==> src/rtl/pd_pkg.sv <==
// Shared widths and helpers for the pattern-detect match logger.
package pd_pkg;

  localparam int PD_DATA_W = 21;
  localparam int PD_ACC_W  = 32;
  localparam int PD_CNT_W  = 16;

  function automatic int unsigned pd_clog2(input int unsigned n);
    int unsigned r;
    r = 0;
    while ((64'd1 << r) < 64'(n)) r = r + 1;
    return r;
  endfunction

  // Increment v, holding at the all-ones value of a w-bit field (w <= 32).
  function automatic logic [31:0] pd_sat_inc(input logic [31:0] v, input int unsigned w);
    logic [31:0] max_v;
    max_v = (w >= 32) ? '1 : ((32'd1 << w) - 32'd1);
    return (v >= max_v) ? max_v : v + 32'd1;
  endfunction

endpackage

==> src/rtl/pd_sync_fifo.sv <==
// First-word-fall-through synchronous FIFO with flush; head entry is read
// combinationally from storage and forced to zero while empty.
module pd_sync_fifo
  import pd_pkg::*;
#(
  parameter int WIDTH = PD_DATA_W,
  parameter int DEPTH = 8
) (
  input  logic             clk,
  input  logic             rst_n,
  input  logic             flush,
  input  logic             push,
  input  logic [WIDTH-1:0] wdata,
  input  logic             pop,
  output logic [WIDTH-1:0] rdata,
  output logic             full,
  output logic             empty
);

  localparam int AW = int'(pd_clog2(DEPTH));

  logic [AW:0]      wr_ptr_q, wr_ptr_d;
  logic [AW:0]      rd_ptr_q, rd_ptr_d;
  logic [WIDTH-1:0] mem_q [DEPTH];
  logic             push_ok, pop_ok;

  // Pointers carry one extra wrap bit: equal slots with differing MSBs means full.
  assign empty = (wr_ptr_q == rd_ptr_q);
  assign full  = (wr_ptr_q[AW] != rd_ptr_q[AW]) && (wr_ptr_q[AW-1:0] == rd_ptr_q[AW-1:0]);

  assign pop_ok  = pop & ~empty;
  assign push_ok = push & (~full | pop_ok);

  always_comb begin
    wr_ptr_d = wr_ptr_q;
    rd_ptr_d = rd_ptr_q;
    if (flush) begin
      wr_ptr_d = '0;
      rd_ptr_d = '0;
    end else begin
      if (push_ok) wr_ptr_d = wr_ptr_q + {{AW{1'b0}}, 1'b1};
      if (pop_ok)  rd_ptr_d = rd_ptr_q + {{AW{1'b0}}, 1'b1};
    end
  end

  always_ff @(posedge clk or negedge rst_n) begin
    if (!rst_n) begin
      wr_ptr_q <= '0;
      rd_ptr_q <= '0;
    end else begin
      wr_ptr_q <= wr_ptr_d;
      rd_ptr_q <= rd_ptr_d;
    end
  end

  always_ff @(posedge clk) begin
    if (push_ok && !flush) mem_q[wr_ptr_q[AW-1:0]] <= wdata;
  end

  assign rdata = empty ? '0 : mem_q[rd_ptr_q[AW-1:0]];

endmodule

==> src/rtl/pd_match_logger.sv <==
// Running statistics and matched-product buffer behind the multiply/pattern-detect
// stage. Define PD_LOG_TIMESTAMP_EN to tag each buffered entry with a capture cycle.
module pd_match_logger
  import pd_pkg::*;
#(
  parameter int DATA_W = PD_DATA_W,
  parameter int ACC_W  = PD_ACC_W,
  parameter int CNT_W  = PD_CNT_W,
  parameter int DEPTH  = 8
) (
  input  logic              clk,
  input  logic              rst_n,
  input  logic              clear,
  input  logic              in_valid,
  input  logic [DATA_W-1:0] in_data,
  input  logic              in_match,
  input  logic [CNT_W-1:0]  trig_len,
  output logic              out_valid,
  input  logic              out_ready,
  output logic [DATA_W-1:0] out_data,
  output logic [ACC_W-1:0]  acc,
  output logic              acc_sat,
  output logic [CNT_W-1:0]  match_cnt,
  output logic [CNT_W-1:0]  max_run,
  output logic [CNT_W-1:0]  drop_cnt,
`ifdef PD_LOG_TIMESTAMP_EN
  output logic [CNT_W-1:0]  out_ts,
`endif
  output logic              trig
);

`ifdef PD_LOG_TIMESTAMP_EN
  localparam int ENTRY_W = DATA_W + CNT_W;
`else
  localparam int ENTRY_W = DATA_W;
`endif

  // Readout handshake: an entry leaves the buffer on a clock edge where
  // out_valid & out_ready; out_data holds steady until then (clear/reset excepted).
  logic [ACC_W-1:0] acc_q, acc_d;
  logic             acc_sat_q, acc_sat_d;
  logic [CNT_W-1:0] match_cnt_q, match_cnt_d;
  logic [CNT_W-1:0] run_q, run_d;
  logic [CNT_W-1:0] max_run_q, max_run_d;
  logic [CNT_W-1:0] drop_cnt_q, drop_cnt_d;
  logic             trig_q, trig_d;

  logic [ACC_W:0]   acc_sum;
  logic [CNT_W-1:0] run_inc, match_inc, drop_inc;
  logic             fifo_full, fifo_empty, fifo_push, fifo_pop;
  logic [ENTRY_W-1:0] fifo_wdata, fifo_rdata;

  assign acc_sum   = {1'b0, acc_q} + {{(ACC_W + 1 - DATA_W){1'b0}}, in_data};
  assign run_inc   = CNT_W'(pd_sat_inc(32'(run_q), CNT_W));
  assign match_inc = CNT_W'(pd_sat_inc(32'(match_cnt_q), CNT_W));
  assign drop_inc  = CNT_W'(pd_sat_inc(32'(drop_cnt_q), CNT_W));

  assign fifo_pop  = ~fifo_empty & out_ready;
  assign fifo_push = in_valid & in_match & ~clear & (~fifo_full | fifo_pop);

  always_comb begin
    acc_d       = acc_q;
    acc_sat_d   = acc_sat_q;
    match_cnt_d = match_cnt_q;
    run_d       = run_q;
    max_run_d   = max_run_q;
    drop_cnt_d  = drop_cnt_q;
    trig_d      = 1'b0;
    if (clear) begin
      acc_d       = '0;
      acc_sat_d   = 1'b0;
      match_cnt_d = '0;
      run_d       = '0;
      max_run_d   = '0;
      drop_cnt_d  = '0;
    end else if (in_valid) begin
      acc_d     = acc_sum[ACC_W] ? '1 : acc_sum[ACC_W-1:0];
      acc_sat_d = acc_sat_q | acc_sum[ACC_W];
      if (in_match) begin
        match_cnt_d = match_inc;
        run_d       = run_inc;
        if (run_inc > max_run_q) max_run_d = run_inc;
        // run_q check stops a run pinned at saturation from re-firing.
        trig_d = (trig_len != '0) && (run_inc == trig_len) && (run_q != trig_len);
        if (!fifo_push) drop_cnt_d = drop_inc;
      end else begin
        run_d = '0;
      end
    end
  end

  always_ff @(posedge clk or negedge rst_n) begin
    if (!rst_n) begin
      acc_q       <= '0;
      acc_sat_q   <= 1'b0;
      match_cnt_q <= '0;
      run_q       <= '0;
      max_run_q   <= '0;
      drop_cnt_q  <= '0;
      trig_q      <= 1'b0;
    end else begin
      acc_q       <= acc_d;
      acc_sat_q   <= acc_sat_d;
      match_cnt_q <= match_cnt_d;
      run_q       <= run_d;
      max_run_q   <= max_run_d;
      drop_cnt_q  <= drop_cnt_d;
      trig_q      <= trig_d;
    end
  end

`ifdef PD_LOG_TIMESTAMP_EN
  logic [CNT_W-1:0] ts_q, ts_d;

  assign ts_d = clear ? '0 : ts_q + {{(CNT_W-1){1'b0}}, 1'b1};

  always_ff @(posedge clk or negedge rst_n) begin
    if (!rst_n) ts_q <= '0;
    else        ts_q <= ts_d;
  end

  assign fifo_wdata = {ts_q, in_data};
  assign out_ts     = fifo_rdata[ENTRY_W-1:DATA_W];
`else
  assign fifo_wdata = in_data;
`endif

  pd_sync_fifo #(
    .WIDTH (ENTRY_W),
    .DEPTH (DEPTH)
  ) u_fifo (
    .clk   (clk),
    .rst_n (rst_n),
    .flush (clear),
    .push  (fifo_push),
    .wdata (fifo_wdata),
    .pop   (fifo_pop),
    .rdata (fifo_rdata),
    .full  (fifo_full),
    .empty (fifo_empty)
  );

  assign out_valid = ~fifo_empty;
  assign out_data  = fifo_rdata[DATA_W-1:0];
  assign acc       = acc_q;
  assign acc_sat   = acc_sat_q;
  assign match_cnt = match_cnt_q;
  assign max_run   = max_run_q;
  assign drop_cnt  = drop_cnt_q;
  assign trig      = trig_q;

endmodule

==> config.mk <==
export PLATFORM = sky130hd
export DESIGN_NAME = pd_match_logger
export DESIGN_NICKNAME = d
export VERILOG_FILES = /design/src/rtl/pd_pkg.sv /design/src/rtl/pd_sync_fifo.sv /design/src/rtl/pd_match_logger.sv
export SDC_FILE = /design/constraint.sdc
export NUM_CORES = 1
export LEC_CHECK = 0
export ABC_CLOCK_PERIOD_IN_PS = 4200
export CAP_MARGIN = 20
export CORE_MARGIN = 2
export CORE_UTILIZATION = 35
export DETAILED_ROUTE_END_ITERATION = 6
export PLACE_DENSITY = 0.55
export SLEW_MARGIN = 20
export SYNTH_ARGS = -nofsm -noshare
export SYNTH_HDL_FRONTEND = slang
export SYNTH_SLANG_ARGS = --single-unit
==> constraint.sdc <==
create_clock -name clk -period 4.2 [get_ports clk]
set_clock_uncertainty 0.05 [all_clocks]
set_input_delay 0.42 -clock clk [delete_from_list [all_inputs] [get_ports clk]]
set_output_delay 0.42 -clock clk [all_outputs]
set_load 0.02 [all_outputs]
# Yosys cells after proc, flatten, opt, wreduce, memory -nomap -nowiden
# Memory sizes are Yosys's and may differ from the RTL's.
# Index checks and enable logic that the tools add are counted.
dict set report word_totals {
  regBits 106
  ram_bits 168
  inputBits 43
  output_inout_bits 104
  wordCells 84
  mem_count 1
}
dict set report op_classes {
  addsub 6
  n_lt_le_gt_ge 4
  eq_ne 6
  muxes 32
  bitwise 12
  n_reduce_logical 14
}
# name depth word_bits read_ports rd_clocked_by_memory_dff write_ports line
set memory_table {}
lappend memory_table {u_fifo.mem_q 8 21 1 0 1 pd_sync_fifo.sv:24} ;# logic [WIDTH-1:0] mem_q [DEPTH];
# cell count
set ops {}
lappend ops {{16-bit two-way mux} 17}
lappend ops {{32-bit two-way mux} 3}
lappend ops {{16-bit by 1-bit adder with 16-bit output (second input constant)} 3}
lappend ops {{16-bit >= comparator (second input constant)} 3}
lappend ops {{32-bit by 21-bit adder with 33-bit output} 1}
lappend ops {{21-bit two-way mux} 1}
lappend ops {{16-bit == test} 1}
lappend ops {{16-bit > comparator} 1}
lappend ops {{4-bit two-way mux} 4}
lappend ops {{16-bit inequality test} 1}
lappend ops {{16-bit nonzero test} 1}
lappend ops {{2-bit nonzero test} 5}
lappend ops {{4-bit by 1-bit adder with 4-bit output (second input constant)} 2}
lappend ops {{1-bit two-way mux} 7}
lappend ops {{1-bit bitwise AND} 6}
lappend ops {{3-bit AND reduction} 2}
lappend ops {{4-bit == test} 1}
lappend ops {{1-bit logical AND} 4}
lappend ops {{3-bit == test} 1}
lappend ops {{1-bit NOT} 3}
lappend ops {{1-bit OR} 3}
lappend ops {{2-bit inequality test (second input constant)} 1}
lappend ops {{2-bit AND reduction} 1}
lappend ops {{1-bit zero test} 1}
lappend ops {{1-bit inequality test} 1}

# Longest topological paths before layout
# Gate-level depths: netlist (run 1).
dict set report logic_depth {
  depth_word 9
  depth_mapped 17
  mapped_depth_nobuf 14
}

# Cells and area by module
# From an unflattened synthesis (run 1), not the netlist that was laid out.
dict set report unflattened {
  cells_unflattened 1160
  hier_area_um2 13974.7
}
# module instances cells_per_inst area_per_inst_um2 seq_area_each_um2
set modules_own_cells {}
lappend modules_own_cells {pd_sync_fifo 1 351 7086.8 5245.0}
lappend modules_own_cells {pd_match_logger 1 809 6887.9 2452.4}

# Least setup slack after synthesis (run 1)
# Ideal clock, no wire load.
dict set report synth_path {
  kind {flip-flop to flip-flop}
  startpoint {register u_fifo.rd_ptr_q[0]}
  endpoint {memory u_fifo.mem_q[0][0] (netlist bit) (enable)}
  setup_time_ns 0.452
  arrival_time_ns 3.249
  slack_ns 0.449
  stages_incl_launch_ff 7
  synth_period_minus_slack_ns 3.751
  cell_sequence {dfrtp_1 clkbuf_1 xnor2_1 nand3_1 or3_1 nand2_1 nor4_1}
}
dict set report synth_between {
  elab_chain_len 9
  word_cells_on_any_way 14
  cone_classes {2 x eq/ne; 2 x mux; 8 x bitwise; 2 x reduce/logical}
}
# item line
set synth_rtl {}
lappend synth_rtl {{from (decl)} pd_sync_fifo.sv:23} ;# logic [AW:0] rd_ptr_q, rd_ptr_d;
lappend synth_rtl {{from (signal assigned)} pd_sync_fifo.sv:52} ;# rd_ptr_q <= rd_ptr_d;
lappend synth_rtl {{4-bit == test or 3-bit == test (tied branches)} {pd_sync_fifo.sv:28, pd_sync_fifo.sv:29}}
lappend synth_rtl {{1-bit NOT or 1-bit logical AND (tied branches)} {pd_sync_fifo.sv:31, pd_match_logger.sv:58, pd_sync_fifo.sv:29}}
lappend synth_rtl {{1-bit bitwise AND or 1-bit NOT (tied branches)} {pd_match_logger.sv:58, pd_sync_fifo.sv:32, pd_match_logger.sv:59}}
lappend synth_rtl {{1-bit OR or 1-bit bitwise AND (tied branches)} {pd_match_logger.sv:59, pd_sync_fifo.sv:31}}
lappend synth_rtl {{1-bit bitwise AND or 1-bit OR (tied branches)} {pd_match_logger.sv:59, pd_sync_fifo.sv:32}}
lappend synth_rtl {{1-bit bitwise AND *} pd_sync_fifo.sv:32} ;# assign push_ok = push & (~full | pop_ok);
lappend synth_rtl {{1-bit logical AND *} pd_sync_fifo.sv:57} ;# if (push_ok && !flush) mem_q[wr_ptr_q[AW-1:0]] <= wdata;
lappend synth_rtl {{1-bit two-way mux *} pd_sync_fifo.sv:57}
lappend synth_rtl {{1-bit two-way mux (implied by the code) *} pd_sync_fifo.sv:57}
lappend synth_rtl {{to (decl)} pd_sync_fifo.sv:24}
# Mark *: on every way between the ends. The rest lies on a longest branch, timed or not.

# Worst setup path in the final report (run 1)
dict set report layout_path {
  startpoint {register run_q[0]}
  endpoint {register max_run_q[15] (netlist: max_run[15])}
}
dict set report layout_between {
  elab_chain_len 6
  word_cells_on_any_way 10
  cone_classes {1 x add/sub; 2 x order compare; 5 x mux; 2 x reduce/logical}
}
# item line
set layout_rtl {}
lappend layout_rtl {{from (decl)} pd_match_logger.sv:43} ;# logic [CNT_W-1:0] run_q, run_d;
lappend layout_rtl {{from (signal assigned)} pd_match_logger.sv:105} ;# run_q <= run_d;
lappend layout_rtl {{16-bit by 1-bit adder with 16-bit output or 16-bit >= comparator (tied branches)} pd_pkg.sv:19} ;# return (v >= max_v) ? max_v : v + 32'd1;
lappend layout_rtl {{16-bit two-way mux *} pd_pkg.sv:19}
lappend layout_rtl {{branches (longest 4 deep; another with 16-bit > comparator)} -}
lappend layout_rtl {{to (signal assigned)} pd_match_logger.sv:106} ;# max_run_q <= max_run_d;
lappend layout_rtl {{to (decl)} pd_match_logger.sv:44} ;# logic [CNT_W-1:0] max_run_q, max_run_d;
# Every way passes the cells marked *. The select of a mux whose other input is x is not followed.
# A chain may end at the register's enable or synchronous reset.

==> flow_summary.ini, run 1 <==
[status]
outcome = finished, final reports clean

[timing]
slew_headroom_pct = 50.30
hold_viol = 0
tightestPinTransition_ps = 744.7
setup_tns_ps = 0
grt_setup_unrepaired = false
period_minus_slack_ps = 3819
period_share_pct = 90.92
clock.fmax_mhz = 261.9
finalMaxSlewViolations = 0
layout_setup_ws_ps = 381.2
setup_viol = 0

[floorplan]
rows = 72
start_util_pct = 35.28
coreArea_sq_um = 38380
io_pins = 147
dieArea_sq_um = 40280
die_h_microns = 200.7
die_x_microns = 200.7

[yosys]
syn-num-nets = 1177
yosys.area.top_type = edfxtp_1
async_reset_ff_share_pct = 38.69
synth_flop_cell = edfxtp_1
ys_types = 61
ys_warn_count = 0
synth_seq_area_share_pct = 56.85
synthCells = 1091
synth_area_sq_um = 13540
synth_edf_count = 168
synth.top_cell.area_share_pct = 37.26
syn_avg_cell_area_sq_um = 12.41
ys_ff_latch = 274
ys_top_cells_by_area = edfxtp_1, dfrtp_1, mux4_2, ha_1, xor2_1

[route]
drcViolationCount = 0
wl_microns = 35760
first_pass_iters = 5
initialDrtViolationCount = 521
post_drt_wl_per_cell_microns = 20.00
vias_per_cell = 5.345
num_vias = 9556
postRouteAntennaNets = 0

[setup_path]
cp_data_required_time_ps = 4630
critPathCaptureType = flop
crit_type = flop to flop
cp_max_fo = 12
worstSetupStartpointType = flop
cpMaxStageDelayCell = dfrtp_1
cpPeakStageDelay_ps = 450
worstPathCellList = ha_1 > and4_1 > nand3_1 > nor2b_1 > inv_1 > ha_1 > nor2b_1 > o21ai_0 > nand2b_1 > a21oi_1 > o21ai_0 > a21oi_1 > o31a_1 > buf_12 > a22o_1
arrival_ps = 4250

[clocking]
path_clk_slew_ps = 70
cts.sinks = 274
worstSkewPairLatency_ps = 590
clockRootBuffer = clkbuf_16
htree_levels = 1
cts_resized = 0
cts_buffer_depth = 3
numCtsBuffers = 30
cts_tree = yes

[run]
maxCapViolations = 0

[grt]
grt_util_all_layers_pct = 17.70
grt_max_degree = 49
grt-ovfl-total = 0
antenna_found_initial = 0
grt_first_pass_wirelength_microns = 56300
grt_pass1_vias = 9485

[placement]
place_area_sq_um = 15720
numPortBuffers = 146
place_hpwl_microns = 23650
gp_congestion = 0.8450
dp_slack_ps = 303.1

[power]
p_switching_mw = 1.699
total_power_mw = 6.563
p_int_mw = 4.864
ir_drop_uv = 339.7
leakage_nw = 6.305
switching_share_pct = 25.89
seq_power_share_pct = 45.1
combPwrFrac_pct = 14.7
clkPwrFrac_pct = 40.2
power_density_nw_per_um2 = 392.1

[cells_and_area]
mostFrequentLayoutCells = edfxtp_1, clkdlybuf4s50_1, dfrtp_1
diodes = 0
drive_above_1_share_pct = 11.73
final_area_sq_um = 16740
final_common_cell = edfxtp_1
final_nets = 1332
area_growth_syn_to_layout_pct = 23.62

[worst_hold_path]
min_path_type = input port to flop
==> cells in the mapped netlist, types with 4 or more instances <==
cell type  count
nor2b_1        9
mux2i_1       25
nand2b_1      10
mux4_2        42
nand2_1       58
and3_1        25
buf_1          8
nor3_1        28
or3_1          4
o21a_1         4
a31oi_1        8
a22o_1        37
a211oi_1       5
nor2_1        91
or2_2          4
a21o_1        17
ha_1          42
xnor2_1       21
nand3_1       38
a311oi_1      22
o31ai_1        4
inv_1         39
a21oi_1       51
o21ai_0       61
xor2_1        41
and2_1         6
dfrtp_1      106
nand4_1       13
edfxtp_1     168
and4_1         8
clkbuf_1      44
nor4_1        13
==> logic make-up after synthesis <==
group / share of synthesized area (%)
AO/OA/AOI/OAI: 12.18
XOR/XNOR: 4.010
multiplexers: 8.917
adder cells (fa/ha/maj): 4.029
AND/OR/NAND/NOR: 11.42
buffers and inverters: 2.597
flip-flops: 56.85
==> through the flow <==
stage          std cells  utilization, %  hold slack, ps
2_1_floorplan       1091               -           74.41
4_1_cts             1788           43.62           125.6
5_1_grt             1788           43.62           171.0
6_report            1788           43.62           170.3
3_5_place_dp        1731           40.97           298.1
3_3_place_gp        1731           40.97           296.0
==> layout make-up <==
type,instances,area (sq um)
Clock inverter,14,127.6
Inverter,39,146.4
Tap cell,518,648.1
Multi-Input combinational cell,724,5530
Fill cell,3579,21640
Clock buffer,42,877.1
Timing Repair Buffer,177,1709
Sequential cell,274,7700
==> worst max-delay path: cells and delay by family, from the launching register on <==
family | cells | cell delay [ps]
compound gates | 6 | 1230
fa+ha+maj | 2 | 590
buf+inv | 2 | 280
flops | 1 | 450
simple gates | 5 | 1130
==> repair_timing <==
action | in CTS | in global routing
setup buffers | 0 | 0
hold endpoints to repair | 21 | 0
hold buffers | 1 | 0
==> state kept, by name (all words and copies together), names as in the netlist <==
register / flops
acc: 32
acc_sat: 1
drop_cnt: 16
match_cnt: 16
max_run: 16
run_q: 16
trig: 1
u_fifo.mem_q: 168
u_fifo.rd_ptr_q: 4
u_fifo.wr_ptr_q: 4
==> worst paths after layout <==
| path | startpoint | endpoint | slack, ps | depth (start not counted) |
|---|---|---|---|---|
| hold / removal | clear | u_fifo.rd_ptr_q[0]$_DFFE_PN0P_ | 170 | 2 |
| setup / recovery | run_q[0]$_DFFE_PN0P_ | max_run[15]$_DFFE_PN0P_ | 380 | 15 |
| hold reg to reg | acc[31]$_DFFE_PN0P_ | acc[31]$_DFFE_PN0P_ | 470 | 1 |
| setup reg to reg | run_q[0]$_DFFE_PN0P_ | max_run[15]$_DFFE_PN0P_ | 380 | 15 |
| max in group asynchronous | rst_n | acc[24]$_DFFE_PN0P_ | 2910 | 3 |
| min in group asynchronous | rst_n | u_fifo.rd_ptr_q[1]$_DFFE_PN0P_ | 230 | 2 |
==> power groups by stage <==
stage,Sequential [mW],Combinational (mW),Clock (mW)
4_1_cts,2.96,0.976,2.71
5_1_grt,2.97,1.06,2.82
2_1_floorplan,3.02,0.562,0
3_3_place_gp,3.02,0.971,0
6_report,2.96,0.963,2.64
3_5_place_dp,3.02,0.972,0
==> per-layer routing <==
layer	up-vias	global-route usage, %	part of all wire, %
met4	0	3.915	1.5
met3	38	3.214	5.5
li1	4466	-	-
met5	-	0	0
met1	4812	25.37	47
met2	240	28.11	46
Note: power is estimated with default switching activity, not from simulation.
==> run 2, diff against run 1 <==
CORE_UTILIZATION = 57   (was 35)
PLACE_DENSITY = 0.81   (was 0.55)
==> flow_summary.ini, run 2 (synthesis results as in run 1) <==
[route]
top_layer = met4
wl_microns = 33660
post_drt_wl_per_cell_microns = 21.29
drcViolationCount = 0
num_vias = 9698
dr_wl_met2_microns = 16120
vias_per_cell = 6.134
postRouteAntennaNets = 0
wl_met3_microns = 2349
first_pass_iters = 5
wl_met1_microns = 14530
initialDrtViolationCount = 818

[clocking]
clockRootBuffer = clkbuf_16
cts_resized = 0
post-cts-setup-buffers = 0
path_clk_slew_ps = 60
cts_buffer_depth = 3
ctsHoldBuffers = 1
numCtsBuffers = 27
worstSkewPairLatency_ps = 550
htree_levels = 1
cts.sinks = 274
cts_tree = yes

[floorplan]
die_x_microns = 158.1
dieArea_sq_um = 25000
start_util_pct = 57.86
coreArea_sq_um = 23400
io_pins = 147
die_h_microns = 158.1
rows = 56

[placement]
numPortBuffers = 146
place_hpwl_microns = 21870
place_area_sq_um = 15430
gp_congestion = 0.8937
dp.cells = 1530

[cells_and_area]
layout.cells.non_filler = 1581
num-fill-cells = 1644
diodes = 0
area_growth_syn_to_layout_pct = 20.97
drive_above_1_share_pct = 10.86
multi_input_area_sq_um = 5530
final_area_sq_um = 16380
mostFrequentLayoutCells = edfxtp_1, clkdlybuf4s50_1, dfrtp_1
final_nets = 1327
seqCellArea_sq_um = 7699
largest_reg_flops = 168
final_common_cell = edfxtp_1

[timing]
setup_tns_ps = 0
period_share_pct = 84.34
slew_headroom_pct = 40.34
finalMaxSlewViolations = 0
hold_ws_ps = 371.5
tightestPinTransition_ps = 895.0
grt_setup_unrepaired = false
setup_viol = 0
hold_viol = 0
clock.fmax_mhz = 282.3
period_minus_slack_ps = 3542

[power]
ir_drop_uv = 285.9
leakage_nw = 6.244
total_power_mw = 6.475
power_density_nw_per_um2 = 395.3

[grt]
antenna_found_initial = 0
grt_first_pass_wirelength_microns = 52390
grt_util_all_layers_pct = 27.08
grt_max_degree = 68
grt_pass1_vias = 9550
grt-ovfl-total = 0

[setup_path]
critPathCapture = out_data[20]
crit_type = flop to output pin
rr_startpoint = run_q[0]$_DFFE_PN0P_
rr_endpoint = max_run[3]$_DFFE_PN0P_
startpoint = u_fifo.rd_ptr_q[0]$_DFFE_PN0P_
critPathCaptureType = output pin
r2r_cells = 15
worstSetupStartpointType = flop
arrival_ps = 3070
r2r_slack_ps = 670
cp_data_required_time_ps = 3730
cp_max_fo = 20

[run]
maxCapViolations = 0

[status]
outcome = finished, final reports clean

[worst_hold_path]
min_path_type = input port to flop
whs_path_depth = 3
run 2: cell count changes in the layout (fill, tap and decap cells not counted), moves of 2 or more:
cell,previous run,this run
clkbuf_8,6,1
clkinv_2,7,3
buf_12,2,0
clkinv_1,2,6
bufinv_16,1,5
clkbuf_16,31,27
run 2: layout make-up:
class,count,share of cell area (%)
Sequential cell,274,47.00
Multi-Input combinational cell,724,33.76
Timing Repair Buffer,175,10.19
Clock buffer,32,4.301
Tap cell,319,2.437
Clock inverter,18,1.413
Inverter,39,0.8937
run 2: worst min path at each step:
stage,from,to,slack (ps)
after detailed placement,acc_sat$_DFFE_PN0P_,acc_sat$_DFFE_PN0P_,440
after global routing,clear,match_cnt[15]$_DFFE_PN0P_,400
after global placement,acc_sat$_DFFE_PN0P_,acc_sat$_DFFE_PN0P_,440
after CTS,clear,match_cnt[15]$_DFFE_PN0P_,360
after floorplan,rst_n,acc[0]$_DFFE_PN0P_,70
final,clear,match_cnt[15]$_DFFE_PN0P_,370
run 2: per-stage QoR:
step | setup WS [ps] | utilization, %
floorplan | 448.6 | -
global placement | 620.3 | 65.94
detailed placement | 488.1 | 65.94
CTS | 591.0 | 69.98
global route | 424.1 | 69.99
finish | 657.7 | 69.99
run 2: power breakdown:
part	leakage, nW	switching, mW	internal [mW]
logic	2.83	0.530	0.428
clock network	0.451	1.05	1.51
registers	2.97	0.0531	2.91
run 2: critical path, stage by stage (launching register included):
cell and delay [ps]:
dfrtp_2 690, buf_4 450, mux4_2 560, mux2i_1 150, nor2_1 100, clkdlybuf4s50_1 580
run 2: per-layer routing:
layer | up-vias | GRT usage, %
met4 | 0 | 6.221
li1 | 4462 | -
met2 | 372 | 44.00
met3 | 49 | 5.229
met1 | 4815 | 38.29
met5 | - | 0
